[src/rtl/mips_run_ctrl.sv]
// Run controller for the pipelined MIPS core: holds the core in reset, then runs it
// while counting cycles and retires until a W-stage self-loop (halt) or a cycle limit.
module mips_run_ctrl #(
   parameter int unsigned RST_CYCLES  = 4,
   parameter int unsigned TIMEOUT     = 100000,
   parameter int unsigned HALT_REPEAT = 8,
   parameter int unsigned CNT_W       = 32
) (
   input  logic             clk,
   input  logic             reset,
   input  logic             retire,
   input  logic [31:0]      pc_w,
   output logic             cpu_reset,
   output logic             running,
   output logic             done,
   output logic             timed_out,
   output logic [CNT_W-1:0] cycle_cnt,
   output logic [CNT_W-1:0] instr_cnt,
   output logic [31:0]      halt_pc
);

   // state     | meaning
   // S_HOLD    | core held in reset for RST_CYCLES cycles
   // S_RUN     | core running, counters and halt detect active
   // S_HALTED  | self-loop seen at W, core frozen, done=1
   // S_TIMEOUT | cycle limit reached, core frozen, timed_out=1
   localparam logic [1:0] S_HOLD    = 2'd0;
   localparam logic [1:0] S_RUN     = 2'd1;
   localparam logic [1:0] S_HALTED  = 2'd2;
   localparam logic [1:0] S_TIMEOUT = 2'd3;

   localparam int HOLD_W = $clog2(RST_CYCLES + 1);
   localparam int STRK_W = $clog2(HALT_REPEAT + 1);

   localparam logic [HOLD_W-1:0] HOLD_LAST = HOLD_W'(RST_CYCLES - 1);
   localparam logic [STRK_W-1:0] STRK_MAX  = STRK_W'(HALT_REPEAT);
   localparam logic [STRK_W-1:0] STRK_ONE  = STRK_W'(1);
   localparam logic [63:0]       TO_LAST   = 64'(TIMEOUT) - 64'd1;
   localparam logic [CNT_W-1:0]  CNT_MAX   = '1;

   logic [1:0]        state;
   logic [1:0]        state_nxt;
   logic [HOLD_W-1:0] hold_cnt;
   logic [31:0]       last_pc;
   logic [31:0]       last_pc_nxt;
   logic [STRK_W-1:0] streak;
   logic [STRK_W-1:0] streak_nxt;
   logic              halt_hit;
   logic              to_hit;

   // streak==0 means no retire seen since RUN entry, so the next retire always loads
   always_comb begin
      streak_nxt  = streak;
      last_pc_nxt = last_pc;
      if (retire) begin
         if ((streak != '0) && (pc_w == last_pc)) begin
            if (streak != STRK_MAX)
               streak_nxt = streak + 1'b1;
         end else begin
            streak_nxt  = STRK_ONE;
            last_pc_nxt = pc_w;
         end
      end
   end

   assign halt_hit = retire && (streak_nxt == STRK_MAX);
   assign to_hit   = (64'(cycle_cnt) == TO_LAST);

   // halt is checked first so it wins when both fire on the same cycle
   always_comb begin
      state_nxt = state;
      case (state)
         S_HOLD: begin
            if (hold_cnt == HOLD_LAST)
               state_nxt = S_RUN;
         end
         S_RUN: begin
            if (halt_hit)
               state_nxt = S_HALTED;
            else if (to_hit)
               state_nxt = S_TIMEOUT;
         end
         default: state_nxt = state;
      endcase
   end

   always_ff @(posedge clk) begin
      if (reset) begin
         state     <= S_HOLD;
         hold_cnt  <= '0;
         last_pc   <= '0;
         streak    <= '0;
         cpu_reset <= 1'b1;
         running   <= 1'b0;
         done      <= 1'b0;
         timed_out <= 1'b0;
         cycle_cnt <= '0;
         instr_cnt <= '0;
         halt_pc   <= '0;
      end else begin
         state     <= state_nxt;
         cpu_reset <= (state_nxt != S_RUN);
         running   <= (state_nxt == S_RUN);
         done      <= (state_nxt == S_HALTED);
         timed_out <= (state_nxt == S_TIMEOUT);

         if (state == S_HOLD)
            hold_cnt <= hold_cnt + 1'b1;

         if (state == S_RUN) begin
            if (cycle_cnt != CNT_MAX)
               cycle_cnt <= cycle_cnt + 1'b1;
            if (retire && (instr_cnt != CNT_MAX))
               instr_cnt <= instr_cnt + 1'b1;
            streak  <= streak_nxt;
            last_pc <= last_pc_nxt;
            if (halt_hit)
               halt_pc <= last_pc_nxt;
         end
      end
   end

endmodule

[config.mk]
export PLATFORM = sky130hd
export DESIGN_NAME = mips_run_ctrl
export DESIGN_NICKNAME = d
export VERILOG_FILES = /design/src/rtl/mips_run_ctrl.sv
export SDC_FILE = /design/constraint.sdc
export NUM_CORES = 1
export LEC_CHECK = 0
export ABC_AREA = 1
export CORE_MARGIN = 1.5
export CORE_UTILIZATION = 57
export DETAILED_ROUTE_END_ITERATION = 16
export HOLD_SLACK_MARGIN = 0.12
export PLACE_DENSITY = 0.92
export SLEW_MARGIN = 20
export SYNTH_ARGS = -nofsm -noshare
export SYNTH_HDL_FRONTEND = slang
export SYNTH_SLANG_ARGS = --single-unit
[constraint.sdc]
create_clock -name clk -period 4.98 [get_ports clk]
set_clock_uncertainty 0.1 [all_clocks]
set_input_delay 0.996 -clock clk [delete_from_list [all_inputs] [get_ports clk]]
set_output_delay 0.996 -clock clk [all_outputs]
set_load 0.02 [all_outputs]
==> results of run 1 <==
[cells by family (layout without fill, tap and decap cells)]
family | after synthesis | count (layout)
buffers and inverters | 176 | 299
AOI/OAI and AO/OA | 217 | 217
adders and majority gates | 6 | 6
DFF | 141 | 141
xor gates and xnor gates | 32 | 32
and+or+nand+nor | 549 | 549
muxes | 13 | 13
[sequential cells by signal, indices dropped and copies added (netlist names), 2 cells and up]
name and cells:
halt_pc 32, cycle_cnt 32, hold_cnt 3, instr_cnt 32, state 2, last_pc 32
streak 4
[Yosys cell counts (10+ instances only)]
cell type / instances
nor3_1: 43
buf_2: 10
inv_1: 117
nand2_1: 246
xor2_1: 20
nand3_1: 59
o21ai_0: 65
nand4_1: 22
nor2_1: 147
a21oi_1: 141
xnor2_1: 12
clkbuf_1: 25
dfxtp_1: 141
nor4_1: 14
mux2i_1: 13
buf_6: 12
[cells in the final DEF, fill, tap and decap left out, types with 14 or more instances in the layout]
cell and count:
a21oi_1 141, clkbuf_16 17, clkdlybuf4s50_1 133, dfxtp_1 141, inv_1 116, nand2_1 246
nand3_1 59, nand4_1 22, nor2_1 147, nor3_1 43, nor4_1 14, o21ai_0 65
xor2_1 20
[worst max-delay path by stage]
stage                         from                       end  slack [ns]  cells past startpoint
after floorplan            pc_w[7]  halt_pc[14]$_SDFFE_PP0P_        2.50                     13
after global routing       pc_w[7]           done$_SDFF_PP0_        1.40                     14
after CTS                  pc_w[6]           done$_SDFF_PP0_        1.66                     16
final                      pc_w[6]           done$_SDFF_PP0_        1.62                     16
after detailed placement   pc_w[7]           done$_SDFF_PP0_        1.25                     14
after global placement    pc_w[12]      timed_out$_SDFF_PP0_        1.34                     14
[cell type report]
type | instances | area [sq um] | area share
flip-flops and latches | 141 | 2823 | 0.2978
clock buffers | 22 | 484.2 | 0.05108
well taps | 172 | 215.2 | 0.02270
repair buffers | 142 | 1409 | 0.1486
multi-input cells | 817 | 3943 | 0.4159
clock inverters | 10 | 136.4 | 0.01439
inverters | 125 | 469.2 | 0.04950
[layer usage]
| layer | up-vias | GRT usage | routed length (um) |
|---|---|---|---|
| li1 | 3929 | - | - |
| met1 | 3547 | 0.3512 | 8546 |
| met5 | - | 0 | 0 |
| met2 | 307 | 0.4806 | 9644 |
| met4 | 0 | 0.1159 | 393 |
| met3 | 43 | 0.06056 | 1274 |
[power breakdown]
group | leakage [nW] | switching, mW | internal (mW)
combinational | 2.15 | 0.201 | 0.119
clock | 0.298 | 0.481 | 0.838
sequential | 1.14 | 0.0348 | 1.17
[critical path: stages]
cell and delay, ns:
clkdlybuf4s50_1 0.51, inv_1 0.05, nand2_1 0.05, nand2_1 0.04, a21oi_1 0.19, nand3_1 0.15, nor2_2 0.15, nand3_1 0.11
nand2_2 0.10, nand2_2 0.09, nor2_4 0.42, buf_4 0.33, nand2_1 0.14, o21ai_1 0.13, nand2_1 0.07, inv_1 0.08
[per-stage QoR]
| stage | instances | cell area [sq um] |
|---|---|---|
| final | 1429 | 9479 |
| after global routing | 1429 | 9479 |
| after CTS | 1429 | 9479 |
| after detailed placement | 1397 | 8859 |
| after global placement | 1397 | 8859 |
| after floorplan | 1134 | 7527 |
==> results.ini, run 1 <==
[outcome]
outcome = completed

[synthesis]
synth-edff-count = 0
syn_inst = 1134
synth_compound_area_frac = 0.1468
synth_top_family_by_area = simple AND/OR/NAND/NOR gates
yosys.area_share.simple = 0.3118
synth_top_area_cell = dfxtp_1
ys_ff_latch = 141
synthXorXnorAreaFrac = 0.03723
syn_avg_cell_area_sq_um = 6.638
syn-num-nets = 1175
ys_types = 34
synth_top_area_frac = 0.3750
synth_area_sq_um = 7527
ys_seq_area_frac = 0.3750
ys.warnings.count = 0
synthAdderAreaFrac = 0.009973
async_flop_share = 0
synth_area_leaders = dfxtp_1 38%, nand2_1 12%, a21oi_1 9.4%
synth_ff_type = dfxtp_1
yosys-mux-area-fraction = 0.01729

[clock_tree]
numCtsBuffers = 17
cts_tree = done
clkSinkCount = 141
worstSkewPairLatency_ns = 0.42
cts_root_buf = clkbuf_16
cts_buffer_depth = 2
ctsResizeCount = 0
htreeDepth = 4
cts_hold_buffers = 0
clk_pin_slew_ns = 0.06
cts_setup_buffers = 0

[timing]
setup_viol = 0
setup_slack_ns = 1.623
clock.fmax_mhz = 297.9
tightest_slew_ns = 1.074
hold_violations = 0
rsz0062_at_grt = false
fin_tns_setup_ns = 0
maxSlewViolCount = 0
hold_ws_ns = 0.3815
min_period_over_period = 0.6740
slew_headroom = 0.2830
fin_crit_ns = 3.357

[pwr]
leakagePower_nw = 3.586
p_per_area_nw_per_um2 = 300.3
post-layout-total-power_mw = 2.847
ir_drop_uv = 190.5

[die]
die_width_um = 117.9
die_h_um = 117.9
design.die.area_sq_um = 13900
io_pins = 135
initial_utilization = 0.5893
core_area_sq_um = 12770
rows = 41

[min_path]
min_path_type = flop to flop
min_path_cells = 2
hp-start = halt_pc[15]$_SDFFE_PP0P_
hold-path-endpoint = halt_pc[15]$_SDFFE_PP0P_

[cells_and_area]
syn2layout_area_growth_pct = 25.93
fin_util = 0.7421
finalNetCount = 1285
fill_cells = 989
n_antenna_cell = 0
drive_gt1_frac = 0.04614

[worst_setup_path]
start_kind = primary input
end_kind = flop
r2r_end = cycle_cnt[30]$_SDFFE_PP0P_
cp_data_arrival_time_ns = 3.62
critPathKind = primary input to flop
r2r-start = cycle_cnt[1]$_SDFFE_PP0P_
reg2reg_depth = 13
cp_max_fo = 24
ff2ff_setup_slack_ns = 1.72
required_ns = 5.24

[placement]
numPortBuffers = 134
place_hpwl_mm = 13.23
dp_slack_ns = 1.254
place.gp.congestion = 0.9299

[detailed_routing]
finalWirelength_mm = 19.86
dr.pass1.iters = 7
drc = 0
ant_nets = 0
num_vias = 7826
avgRoutedWirePerCell_um = 13.90
via_per_inst = 5.477
drt_iter0_drc = 539

[grt]
overflow = 0
grt_pass1_vias = 7097
antenna_found_initial = 0
grt_pass1_wl_mm = 33.05
grt_usage = 0.2841
grt_max_degree = 70

[flow_run]
cap_violations = 0

Power figures use the tool's default switching activity.
==> run 2: changes to the inputs <==
Settings changed: CORE_UTILIZATION 57 to 48, PLACE_DENSITY 0.92 to 0.83.
Clock period 4.98 ns to 2.9 ns, I/O delays scaled along.
==> run 2 against run 1 <==
Net effect:
- cell count rose by 3.1%
- worst setup slack got worse by 1.2 ns
- final area rose by 1.4%
- flip-flop and latch count did not move
==> results.ini, run 2 (synthesis gave the netlist of run 1 again) <==
[cells_and_area]
mostFrequentLayoutCells = 246 x nand2_1, 147 x nor2_1, 141 x a21oi_1, 141 x dfxtp_1, 133 x clkdlybuf4s50_1
finalNetCount = 1292
syn2layout_area_growth_pct = 27.66
n_antenna_cell = 0
drive_gt1_frac = 0.04913
stdcell_count = 1473
layout_commonest_cell = nand2_1
fill_cells = 1358
fin_util = 0.6298

[pwr]
power_switching_mw = 1.214
pwr-share-comb = 0.115
swShare = 0.2476
clockPowerShare = 0.463
leakagePower_nw = 3.630
post-layout-total-power_mw = 4.902
ir_drop_uv = 456.4
internal_power_mw = 3.688
seqPwrFrac = 0.423
p_per_area_nw_per_um2 = 510.2

[worst_setup_path]
end_kind = flop
critPathKind = flop to flop
cp_data_arrival_time_ns = 2.73
cp_max_fo = 24
start_kind = flop
reg2reg_depth = 13
required_ns = 3.11

[detailed_routing]
wl_met1_mm = 8.613
wl_met3_mm = 1.446
drc = 0
finalWirelength_mm = 19.81
dr.pass1.iters = 5
wl_met2_mm = 9.275
avgRoutedWirePerCell_um = 13.45
via_per_inst = 5.313
dr.max_layer_used = met4
num_vias = 7826
drt_iter0_drc = 582
ant_nets = 0

[timing]
fin_tns_setup_ns = 0
min_period_over_period = 0.8698
fin_crit_ns = 2.522
clock.fmax_mhz = 396.4
setup_viol = 0
slew_headroom = 0.6338
rsz0062_at_grt = false
tightest_slew_ns = 0.5493
hold_violations = 0
maxSlewViolCount = 0

[die]
core_area_sq_um = 15260
design.die.area_sq_um = 16440
die_h_um = 128.2
rows = 45
initial_utilization = 0.4933
io_pins = 135
die_width_um = 128.2

[clock_tree]
clk_pin_slew_ns = 0.06
worstSkewPairLatency_ns = 0.42
htreeDepth = 4
numCtsBuffers = 17
cts_root_buf = clkbuf_16
cts_hold_buffers = 0
clkSinkCount = 141
ctsResizeCount = 0
cts_setup_buffers = 0
cts_buffer_depth = 2
cts_tree = done

[min_path]
min_path_type = flop to flop
min_path_cells = 2

[grt]
grt_max_degree = 52
grt_pass1_wl_mm = 32.35
grt_usage = 0.2430
overflow = 0
antenna_found_initial = 0
grt_pass1_vias = 7021

[outcome]
outcome = completed

[placement]
placed_cells = 1443
numPortBuffers = 134
place_hpwl_mm = 13.57
place.gp.congestion = 0.9405

[flow_run]
cap_violations = 0

run 2: metrics by stage:
stage | cell area, sq um | hold slack [ns] | worst slack (ns)
floorplan | 7527 | 0.3693 | 0.8317
global placement | 8997 | 0.3602 | 0.1450
detailed placement | 8997 | 0.3676 | 0.1117
CTS | 9607 | 0.3820 | 0.3122
global route | 9609 | 0.4003 | 0.1186
finish | 9609 | 0.3792 | 0.3776
run 2: path summary, 6_finish.rpt:
| path | slack [ns] | start | endpoint |
|---|---|---|---|
| max | 0.38 | cycle_cnt[0]$_SDFFE_PP0P_ | cycle_cnt[30]$_SDFFE_PP0P_ |
| min | 0.38 | halt_pc[12]$_SDFFE_PP0P_ | halt_pc[12]$_SDFFE_PP0P_ |
| max reg2reg | 0.38 | cycle_cnt[0]$_SDFFE_PP0P_ | cycle_cnt[30]$_SDFFE_PP0P_ |
| min reg2reg | 0.38 | halt_pc[12]$_SDFFE_PP0P_ | halt_pc[12]$_SDFFE_PP0P_ |
run 2: worst max-delay path: stages (launching register included):
cell and delay [ns]:
dfxtp_1 0.34, ha_1 0.24, nand2_1 0.13, nor2_1 0.09, nand2_1 0.13, nor2_1 0.08, nand2_1 0.07, nand2_1 0.21
inv_4 0.30, nand3_1 0.19, nor2_2 0.28, nand3_1 0.12, nand2_1 0.08, a21oi_1 0.04
run 2: per-layer routing:
layer / global-route usage / up-vias
met5: 0 / -
met4: 0.09650 / 0
met3: 0.05259 / 43
met2: 0.4001 / 302
met1: 0.3104 / 3546
li1: - / 3935
run 2: area by class of cell:
cell class | count | area, sq um | area share
sequential | 141 | 2823 | 0.2938
inverter | 125 | 471.7 | 0.04909
multi-input combinational | 817 | 3943 | 0.4103
clock inverter | 6 | 107.6 | 0.01120
tap | 211 | 264.0 | 0.02747
timing repair buffer | 149 | 1499 | 0.1560
clock buffer | 24 | 501.7 | 0.05221
run 2: power by group through the flow:
stage | Sequential, mW | Clock (mW) | Combinational, mW
5_1_grt | 2.08 | 2.39 | 0.631
3_3_place_gp | 2.11 | 0 | 0.539
2_1_floorplan | 2.11 | 0 | 0.382
3_5_place_dp | 2.11 | 0 | 0.555
6_report | 2.07 | 2.27 | 0.562
4_1_cts | 2.07 | 2.29 | 0.561
==> run 3: changes to the inputs <==
Settings changed: CORE_MARGIN 1.5 to default, SLEW_MARGIN 20 to default.
==> run 3 against run 2 <==
Net effect:
- first-iteration DRC count fell by 15%
- sequential share of layout area increased by 0.18 points
- register-to-register slack improved by 0.09 ns
- critical endpoint is now cycle_cnt[26]$_SDFFE_PP0P_
- largest cell class unchanged
- highest routed layer unchanged
==> results.ini, run 3 (synthesis gave the netlist of run 1 again) <==
[clock_tree]
clkSinkCount = 141
cts_setup_buffers = 0
ctsResizeCount = 0
cts_buffer_depth = 2
cts_hold_buffers = 0
htreeDepth = 4
cts_root_buf = clkbuf_16
numCtsBuffers = 17
cts_tree = done
worstSkewPairLatency_ns = 0.42
clk_pin_slew_ns = 0.06

[placement]
placed_cells = 1442
numPortBuffers = 134
place_hpwl_mm = 13.20
place.gp.congestion = 0.9205

[pwr]
p_per_area_nw_per_um2 = 478.1
leakagePower_nw = 3.591
ir_drop_uv = 395.6

[detailed_routing]
via_per_inst = 5.208
drc = 0
avgRoutedWirePerCell_um = 12.85
ant_nets = 0
dr.pass1.iters = 6
drt_iter0_drc = 492
num_vias = 7672
finalWirelength_mm = 18.93

[cells_and_area]
fin_util = 0.6258
syn2layout_area_growth_pct = 26.86
stdcell_count = 1473
fill_cells = 1385
layout_commonest_cell = nand2_1
mostFrequentLayoutCells = 246 x nand2_1, 147 x nor2_1, 141 x a21oi_1, 141 x dfxtp_1, 133 x clkdlybuf4s50_1
n_antenna_cell = 0
finalNetCount = 1291
drive_gt1_frac = 0.04754

[timing]
fin_tns_setup_ns = 0
rsz0062_at_grt = false
min_period_over_period = 0.8383
slew_headroom = 0.6038
setup_viol = 0
hold_violations = 0
fin_crit_ns = 2.431
tightest_slew_ns = 0.5943
maxSlewViolCount = 0
clock.fmax_mhz = 411.3

[grt]
antenna_found_initial = 0
grt_max_degree = 106
grt_pass1_wl_mm = 32.09
overflow = 0
grt_usage = 0.2438
grt_pass1_vias = 6802

[worst_setup_path]
end_kind = flop
required_ns = 3.11
start_kind = flop
cp_max_fo = 24
critPathKind = flop to flop
cp_data_arrival_time_ns = 2.64

[die]
rows = 45
io_pins = 135
die_width_um = 127.2
core_area_sq_um = 15260
die_h_um = 127.2
initial_utilization = 0.4933
design.die.area_sq_um = 16190

[min_path]
min_path_type = flop to flop

[outcome]
outcome = completed

[flow_run]
cap_violations = 0

run 3: report_power, final:
group          total, mW  switching (mW)  internal [mW]
clock network       1.93           0.787           1.15
logic              0.557           0.337          0.220
registers           2.08          0.0599           2.02
run 3: cell type report:
class	instances	area [sq um]	area share
tap	211	264.0	0.02765
clock inverter	7	40.04	0.004193
sequential	141	2823	0.2956
multi-input combinational	817	3943	0.4129
inverter	125	469.2	0.04914
clock buffer	24	481.7	0.05045
timing repair buffer	148	1529	0.1601
run 3: final timing paths:
check	start	endpoint	slack, ns	depth (start not counted)
min reg2reg	halt_pc[25]$_SDFFE_PP0P_	halt_pc[25]$_SDFFE_PP0P_	0.38	2
max reg2reg	cycle_cnt[0]$_SDFFE_PP0P_	cycle_cnt[26]$_SDFFE_PP0P_	0.47	13
min	halt_pc[25]$_SDFFE_PP0P_	halt_pc[25]$_SDFFE_PP0P_	0.38	2
max	cycle_cnt[0]$_SDFFE_PP0P_	cycle_cnt[26]$_SDFFE_PP0P_	0.47	13
run 3: routing by layer:
metal | wire length, um | global-route usage | vias up | share of wire
li1 | - | - | 3939 | -
met1 | 8784 | 0.3268 | 3480 | 0.46
met2 | 8755 | 0.3898 | 216 | 0.46
met3 | 982 | 0.04313 | 37 | 0.052
met4 | 402 | 0.09734 | 0 | 0.021
met5 | 0 | 0 | - | 0
run 3: through the flow:
stage               hold slack, ns  total power, mW  setup slack [ns]  area [sq um]
floorplan                   0.3693            2.497            0.8317          7527
global placement            0.3691            2.655            0.1137          9027
detailed placement          0.3743            2.670           0.07357          9027
CTS                         0.3887            4.610            0.5131          9549
global route                0.4157            4.772            0.2850          9549
finish                      0.3817            4.566            0.4688          9549
run 3: worst max-delay path, cell delays in order (launching register included):
cell,delay (ns)
dfxtp_1,0.35
ha_1,0.24
nand2_1,0.13
nor2_1,0.08
nand2_1,0.13
nor2_1,0.08
nand2_1,0.07
nand2_1,0.09
inv_2,0.33
nand3_1,0.22
nor2_2,0.27
nand3_1,0.11
nand2_1,0.08
a21oi_1,0.04
